$ cat config.mk
export PLATFORM = sky130hd
export DESIGN_NAME = vga_timing_gen
export DESIGN_NICKNAME = d
export VERILOG_FILES = /design/src/rtl/vga_timing_gen.sv
export SDC_FILE = /design/constraint.sdc
export NUM_CORES = 1
export LEC_CHECK = 0
export ABC_AREA = 1
export BUFFER_PORTS_ARGS = -buffer_cell sky130_fd_sc_hd__buf_4
export CAP_MARGIN = 20
export CORE_AREA = 2 2 80 82
export CTS_CLUSTER_SIZE = 25
export DETAILED_ROUTE_END_ITERATION = 6
export DIE_AREA = 0 0 82 84
export GPL_ROUTABILITY_DRIVEN = 0
export PLACE_DENSITY = 0.76
export RECOVER_POWER = 50
export SYNTH_ARGS = -nofsm -noshare
export SYNTH_HDL_FRONTEND = slang
export SYNTH_SLANG_ARGS = --single-unit
$ cat constraint.sdc
create_clock -name clk -period 1.9 [get_ports clk]
set_input_delay 0.38 -clock clk [delete_from_list [all_inputs] [get_ports clk]]
set_output_delay 0.38 -clock clk [all_outputs]
set_load 0.02 [all_outputs]
$ cat src/rtl/vga_timing_gen.sv
// 800x600@60 VGA raster timing from a 40 MHz pixel clock. Presents pixel
// coordinates to a renderer and drives registered pins aligned to its latency.
package project;
  localparam int SCREEN_WIDTH  = 800;
  localparam int SCREEN_HEIGHT = 600;

  typedef struct packed {
    logic [9:0] y;
    logic [9:0] x;
  } coord_t;

  typedef logic [23:0] rgb_t;
endpackage

module vga_timing_gen
  import project::*;
#(
  parameter int H_ACTIVE   = SCREEN_WIDTH,
  parameter int H_FP       = 40,
  parameter int H_SYNC     = 128,
  parameter int H_BP       = 88,
  parameter int V_ACTIVE   = SCREEN_HEIGHT,
  parameter int V_FP       = 1,
  parameter int V_SYNC     = 4,
  parameter int V_BP       = 23,
  parameter int RENDER_LAT = 2
) (
  input  logic   clk,
  input  logic   rst,
  output coord_t pix_coord,
  output logic   pix_valid,
  output logic   line_start,
  output logic   frame_start,
  input  rgb_t   rgb_in,
  output rgb_t   vga_rgb,
  output logic   vga_hs,
  output logic   vga_vs,
  output logic   vga_de
);

  localparam int H_TOTAL  = H_ACTIVE + H_FP + H_SYNC + H_BP;
  localparam int V_TOTAL  = V_ACTIVE + V_FP + V_SYNC + V_BP;
  localparam int HW       = $clog2(H_TOTAL);
  localparam int VW       = $clog2(V_TOTAL);
  localparam int HS_START = H_ACTIVE + H_FP;
  localparam int HS_END   = HS_START + H_SYNC - 1;
  localparam int VS_START = V_ACTIVE + V_FP;
  localparam int VS_END   = VS_START + V_SYNC - 1;

  logic [HW-1:0] r_h_cnt;
  logic [VW-1:0] r_v_cnt;
  logic          w_h_wrap;
  logic          w_v_wrap;

  assign w_h_wrap = (r_h_cnt == HW'(H_TOTAL - 1));
  assign w_v_wrap = (r_v_cnt == VW'(V_TOTAL - 1));

  always_ff @(posedge clk) begin
    if (rst) begin
      r_h_cnt <= '0;
      r_v_cnt <= '0;
    end else begin
      r_h_cnt <= w_h_wrap ? '0 : r_h_cnt + 1'b1;
      if (w_h_wrap) begin
        r_v_cnt <= w_v_wrap ? '0 : r_v_cnt + 1'b1;
      end
    end
  end

  logic w_active;
  logic w_hs;
  logic w_vs;
  logic w_h_zero;
  logic w_v_zero;

  assign w_h_zero = (r_h_cnt == '0);
  assign w_v_zero = (r_v_cnt == '0);
  assign w_active = (r_h_cnt < HW'(H_ACTIVE)) && (r_v_cnt < VW'(V_ACTIVE));
  assign w_hs     = (r_h_cnt >= HW'(HS_START)) && (r_h_cnt <= HW'(HS_END));
  // vsync is decoded from the line count only, so it spans whole lines
  assign w_vs     = (r_v_cnt >= VW'(VS_START)) && (r_v_cnt <= VW'(VS_END));

  coord_t r_coord;
  logic   r_active;
  logic   r_line_start;
  logic   r_frame_start;
  logic   r_hs_s1;
  logic   r_vs_s1;

  always_ff @(posedge clk) begin
    if (rst) begin
      r_coord       <= '0;
      r_active      <= 1'b0;
      r_line_start  <= 1'b0;
      r_frame_start <= 1'b0;
      r_hs_s1       <= 1'b0;
      r_vs_s1       <= 1'b0;
    end else begin
      r_coord       <= w_active ? coord_t'({10'(r_v_cnt), 10'(r_h_cnt)}) : '0;
      r_active      <= w_active;
      r_line_start  <= w_active && w_h_zero;
      r_frame_start <= w_h_zero && w_v_zero;
      r_hs_s1       <= w_hs;
      r_vs_s1       <= w_vs;
    end
  end

  assign pix_coord   = r_coord;
  assign pix_valid   = r_active;
  assign line_start  = r_line_start;
  assign frame_start = r_frame_start;

  // Delayed {hs, vs, active}; matches the renderer's pipeline depth.
  logic [2:0] w_dly;

  generate
    if (RENDER_LAT == 0) begin : g_no_dly
      assign w_dly = {r_hs_s1, r_vs_s1, r_active};
    end else begin : g_dly
      logic [RENDER_LAT-1:0][2:0] r_dly;

      always_ff @(posedge clk) begin
        if (rst) begin
          r_dly <= '0;
        end else begin
          r_dly[0] <= {r_hs_s1, r_vs_s1, r_active};
          for (int i = 1; i < RENDER_LAT; i++) begin
            r_dly[i] <= r_dly[i-1];
          end
        end
      end

      assign w_dly = r_dly[RENDER_LAT-1];
    end
  endgenerate

  rgb_t r_vga_rgb;
  logic r_vga_hs;
  logic r_vga_vs;
  logic r_vga_de;

  always_ff @(posedge clk) begin
    if (rst) begin
      r_vga_rgb <= '0;
      r_vga_hs  <= 1'b0;
      r_vga_vs  <= 1'b0;
      r_vga_de  <= 1'b0;
    end else begin
      r_vga_rgb <= w_dly[0] ? rgb_in : '0;
      r_vga_hs  <= w_dly[2];
      r_vga_vs  <= w_dly[1];
      r_vga_de  <= w_dly[0];
    end
  end

  assign vga_rgb = r_vga_rgb;
  assign vga_hs  = r_vga_hs;
  assign vga_vs  = r_vga_vs;
  assign vga_de  = r_vga_de;

endmodule

* Word-level counts from Yosys, hierarchy flattened
Cells that the tools add are included.
** Storage, ports and cells
- Bits in registers :: 79
- Input bits :: 26
- Output and inout port bits :: 50
- Word-level logic and storage cells :: 38
** Operators by class
- Add/sub/neg operators :: 2
- $lt $le $gt $ge :: 6
- Equal/unequal tests :: 2
- Muxes and demuxes :: 1
- Bitwise operators :: 2
- Reduce and logical (&&, ||, !) cells :: 10
** Operators by type and width (number)
- $add A11 B1 Y11 const B :: 1
- $eq A11 B11 Y1 const B :: 1
- $ge A11 B10 Y1 const B :: 1
- $le A11 B10 Y1 const B :: 1
- $logic_not A11 Y1 :: 1
- $lt A11 B10 Y1 const B :: 1
- $add A10 B1 Y10 const B :: 1
- $eq A10 B10 Y1 const B :: 1
- $ge A10 B10 Y1 const B :: 1
- $le A10 B10 Y1 const B :: 1
- $logic_not A10 Y1 :: 1
- $lt A10 B10 Y1 const B :: 1
- $mux W10 :: 1
- $reduce_or A2 Y1 :: 3
- $logic_and A1 B1 Y1 :: 5
- $not A1 Y1 :: 2

* Depth between registers and ports, before layout
- Depth after elaboration :: 4
- Depth in mapped cells :: 9
- Depth with buffers taken out :: 9

* Worst setup path after synthesis
No wires, ideal clock.
- Path kind :: register to register
- Start point :: reg r_h_cnt[0]
- End point :: reg r_v_cnt[2]
- Setup time :: 112 ps
- Data arrival time :: 1223 ps
- Required time :: 1788 ps
- Path slack :: 565 ps
- Cell stages (with the launch flop) :: 9
- Path buffers :: 0
- Period minus slack after synthesis :: 1335 ps
- Cell sequence :: dfxtp_1 > ha_1 > nand3_2 > nor2_1 > nand2_2 > nand2_4 > nand2_2 > clkinv_2 > nor2_2
** On the way
- Longest elaborated chain between the ends :: 1
** RTL lines
- from (decl) :: line 50 : logic [HW-1:0] r_h_cnt;
- from (signal assigned) :: line 63 : r_h_cnt <= w_h_wrap ? '0 : r_h_cnt + 1'b1;
- $eq A11 B11 Y1 :: line 55 : assign w_h_wrap = (r_h_cnt == HW'(H_TOTAL - 1));
- to (signal assigned) :: line 65 : r_v_cnt <= w_v_wrap ? '0 : r_v_cnt + 1'b1;
- to (decl) :: line 51 : logic [VW-1:0] r_v_cnt;
Every way passes these cells.
A chain may end at the register's enable or synchronous reset.

* Final worst setup path
- Start point :: reg r_h_cnt[0]
- End point :: reg r_v_cnt[5]
The elaborated chain is that of the path after synthesis.

==> metrics.md <==
| Metric | Value |
|---|---|
| Initial antenna violation count | `0` |
| Worst-path clk slew | `~0.080 ns` |
| DP Wirelength | `~4800 um` |
| Unrepaired setup endpoints after global routing | `false` |
| Worst-margin pin slew | `approximately 0.98 ns` |
| Commonest non-fill, non-tap cell in the layout | `dfxtp_1` |
| Vias in the first global route | `2,344` |
| Status | `complete, no violations` |
| Tot Pwr | `between 3 and 4 mW` |
| # fillers | `about 540` |
| Leakage Power | `1.67 nW` |
| Sequential fraction of the synthesis area | `between 50% and 60%` |
| Final instance count without filler cells | `between 500 and 600` |
| # DRC | `0` |
| Finish-stage setup viols | `0` |
| CTS tree | `yes` |
| IO Count | `76` |
| Critical Path RT | `2.15 ns` |
| Starting Density | `49.4%` |
| GRT overflow | `0` |
| CP delay by family, top | `simple AND/OR/NAND/NOR gates` |
| Cts hold-fix bufs | `0` |
| Clock Path Buffers | `2` |
| Metal2 WL | `around 2900 um` |
| Post-CTS resize count | `0` |
| Cts bufs inserted | `9` |
| Vias | `between 2,000 and 3,000` |
| CP Max Fanout | `6` |
| Clock Sinks | `between 70 and 80` |
| Fmax | `~660 MHz` |
| Final wirelength | `approximately 6400 um` |
| Cells along the critical path | `ha_1 -> nand3_2 -> nor2_1 -> nand4_1 -> nand2_1 -> nor2_2` |
| Core Area | `between 6000 and 7000 um^2` |
| Rows | `29` |
| Cell Area, Synth | `about 3000 um^2` |
| Power per cell area | `822 nW/um^2` |
| Setup TNS | `0 ns` |
| Syn Inst Count | `between 300 and 400` |
| Final worst path period need | `1.51 ns` |
| Diode count | `0` |
| H-tree Lvls | `3` |
| Relative slew slack | `34.6%` |
| Metal3 WL | `about 670 um` |
| Crit path arrival time | `1.76 ns` |
| M1 WL | `approximately 2700 um` |
| Yosys reg bits | `between 70 and 80` |
| Final Max Slew Viols | `0` |
| Die X | `~82 um` |
| HP Class | `input port to register` |
| Type of destination of the critical path | `register` |
| Largest net degree at the start of global routing | `26` |
| Multi-input gate area | `between 1000 and 1500 um^2` |
| WS Path Type | `register to register` |
| Die ar. | `6890 um^2` |
| VDD IR max | `slightly above 0.0004 V` |
| Die height | `84 um` |
| Post-route antenna net violation count | `0` |
| Syn_nets | `between 400 and 500` |
| Syn_area_per_cell | `between 7 and 8 um^2` |
| Clock root cell | `clkbuf_8` |
| Crit path max-delay cell type | `dfxtp_1` |
| Ys Warns | `0` |
| Worst-skew pair later-pin latency | `0.35 ns` |
| Placed insts | `530` |
| Buf/Inv on CP | `0` |
| Skew final | `just under 0.008 ns` |
| Storage element area | `1580 um^2` |
| Total GRT Usage | `19.0%` |
| Most frequent cells in the layout | `dfxtp_1 (79), nor2_1 (70), nand2_1 (67)` |
| Nets | `roughly 500` |
| Critical Path Source Type | `register` |
| Final Cycle Share | `slightly below 80%` |
| Syn-to-layout area delta | `23.9%` |
| Ratio of cells with drive above 1 in the final layout | `between 20 and 25%` |
| Global-route wire length before repair | `10,000 um` |
| DR top layer | `met4` |
| Post-CTS setup buffers | `0` |
| Endpoints failing hold | `0` |
| Yosys cell types | `26` |
| Vias per cell | `roughly 4.7` |
| Crit path largest cell delay | `around 0.38 ns` |
| Drt wl/cell | `11.7 um` |
| DRT Pass-1 Iters | `4` |
| Max-cap violations | `0` |
| Port Buf Inserts | `75` |
| Core Util, Final | `61.2%` |
| DRT iter0 DRCs | `100` |
## layer usage
metal | track usage (%) | up-vias
met5 | 0 | -
met4 | 9.24 | 0
met3 | 5.74 | 13
met2 | 30.5 | 116
met1 | 22.6 | 1135
li1 | - | 1313
## where the power goes
part	total, mW	leakage, nW	switching [mW]	internal [mW]
Sequential	1.69	0.640	0.0106	1.68
Clock	1.21	0.0891	0.600	0.613
Combinational	0.165	0.936	0.0942	0.0711
## cell usage after synthesis
master	count	share of area, %
a21oi_1	10	1.7
buf_6	3	1.1
clkbuf_1	3	0.37
clkinv_1	1	0.12
clkinv_2	1	0.17
dfxtp_1	79	53
ha_1	6	2.5
inv_1	58	7.2
inv_2	7	0.87
nand2_1	67	8.4
nand2_2	3	0.62
nand2_4	1	0.37
nand3_1	18	3.0
nand3_2	2	0.66
nand4_1	8	1.7
nor2_1	70	8.7
nor2_2	25	5.2
nor2_4	2	0.75
nor3_1	5	0.83
nor3_2	1	0.33
nor3b_1	1	0.25
o211ai_1	2	0.50
o21ai_0	1	0.17
o21ai_1	2	0.33
o21bai_1	1	0.25
xor2_1	5	1.5
## logic make-up (layout without fill, tap and decap cells)
kind of cell    Yosys count  in the layout  synth area share (%)
simple gates            203            203                  30.7
buf+inv                  73            160                  9.89
xor+xnor                  5              5                  1.45
compound gates           16             16                  2.91
fa+ha+maj                 6              6                  2.49
flops                    79             79                  52.5
## through the flow
step / hold WS [ns] / area, um^2 / setup WS, ns
final: 0.246 / 3730 / 0.390
after CTS: 0.233 / 3850 / 0.382
after global placement: 0.393 / 3650 / 0.450
after global routing: 0.233 / 3730 / 0.227
after detailed placement: 0.394 / 3650 / 0.389
after floorplan: 0.388 / 3010 / 0.565
## state kept, by name, indices dropped and copies added (netlist names)
name / cells
vga_rgb: 24
pix_coord: 20
r_h_cnt: 11
r_v_cnt: 10
g_dly.r_dly: 3
w_dly: 3
frame_start: 1
line_start: 1
pix_valid: 1
r_hs_s1: 1
r_vs_s1: 1
vga_de: 1
vga_hs: 1
vga_vs: 1
## final timing paths
path / from / to / slack [ns] / cells past startpoint
worst min-delay path: rgb_in[12] / vga_rgb[12] / 0.25 / 3
worst max register to register: r_h_cnt[0] / r_v_cnt[5] / 0.39 / 6
worst max-delay path: r_h_cnt[0] / r_v_cnt[5] / 0.39 / 6
worst min register to register: r_hs_s1 / g_dly.r_dly[2] / 0.41 / 2
## worst reg2reg max path: stages, from the launching register on
cell and delay, ns:
dfxtp_1 0.38, ha_1 0.24, nand3_2 0.16, nor2_1 0.33, nand4_1 0.15, nand2_1 0.13
nor2_2 0.04
## layout make-up
cell class              instances  area share [%]
clock buffers                  10            3.42
clock inverters                 6            1.88
inverters                      67            6.77
multi-input cells             230            30.3
flip-flops and latches         79            42.4
well taps                      77            2.58
repair buffers                 77            12.6
No activity file was read; power rests on OpenSTA's default activity.
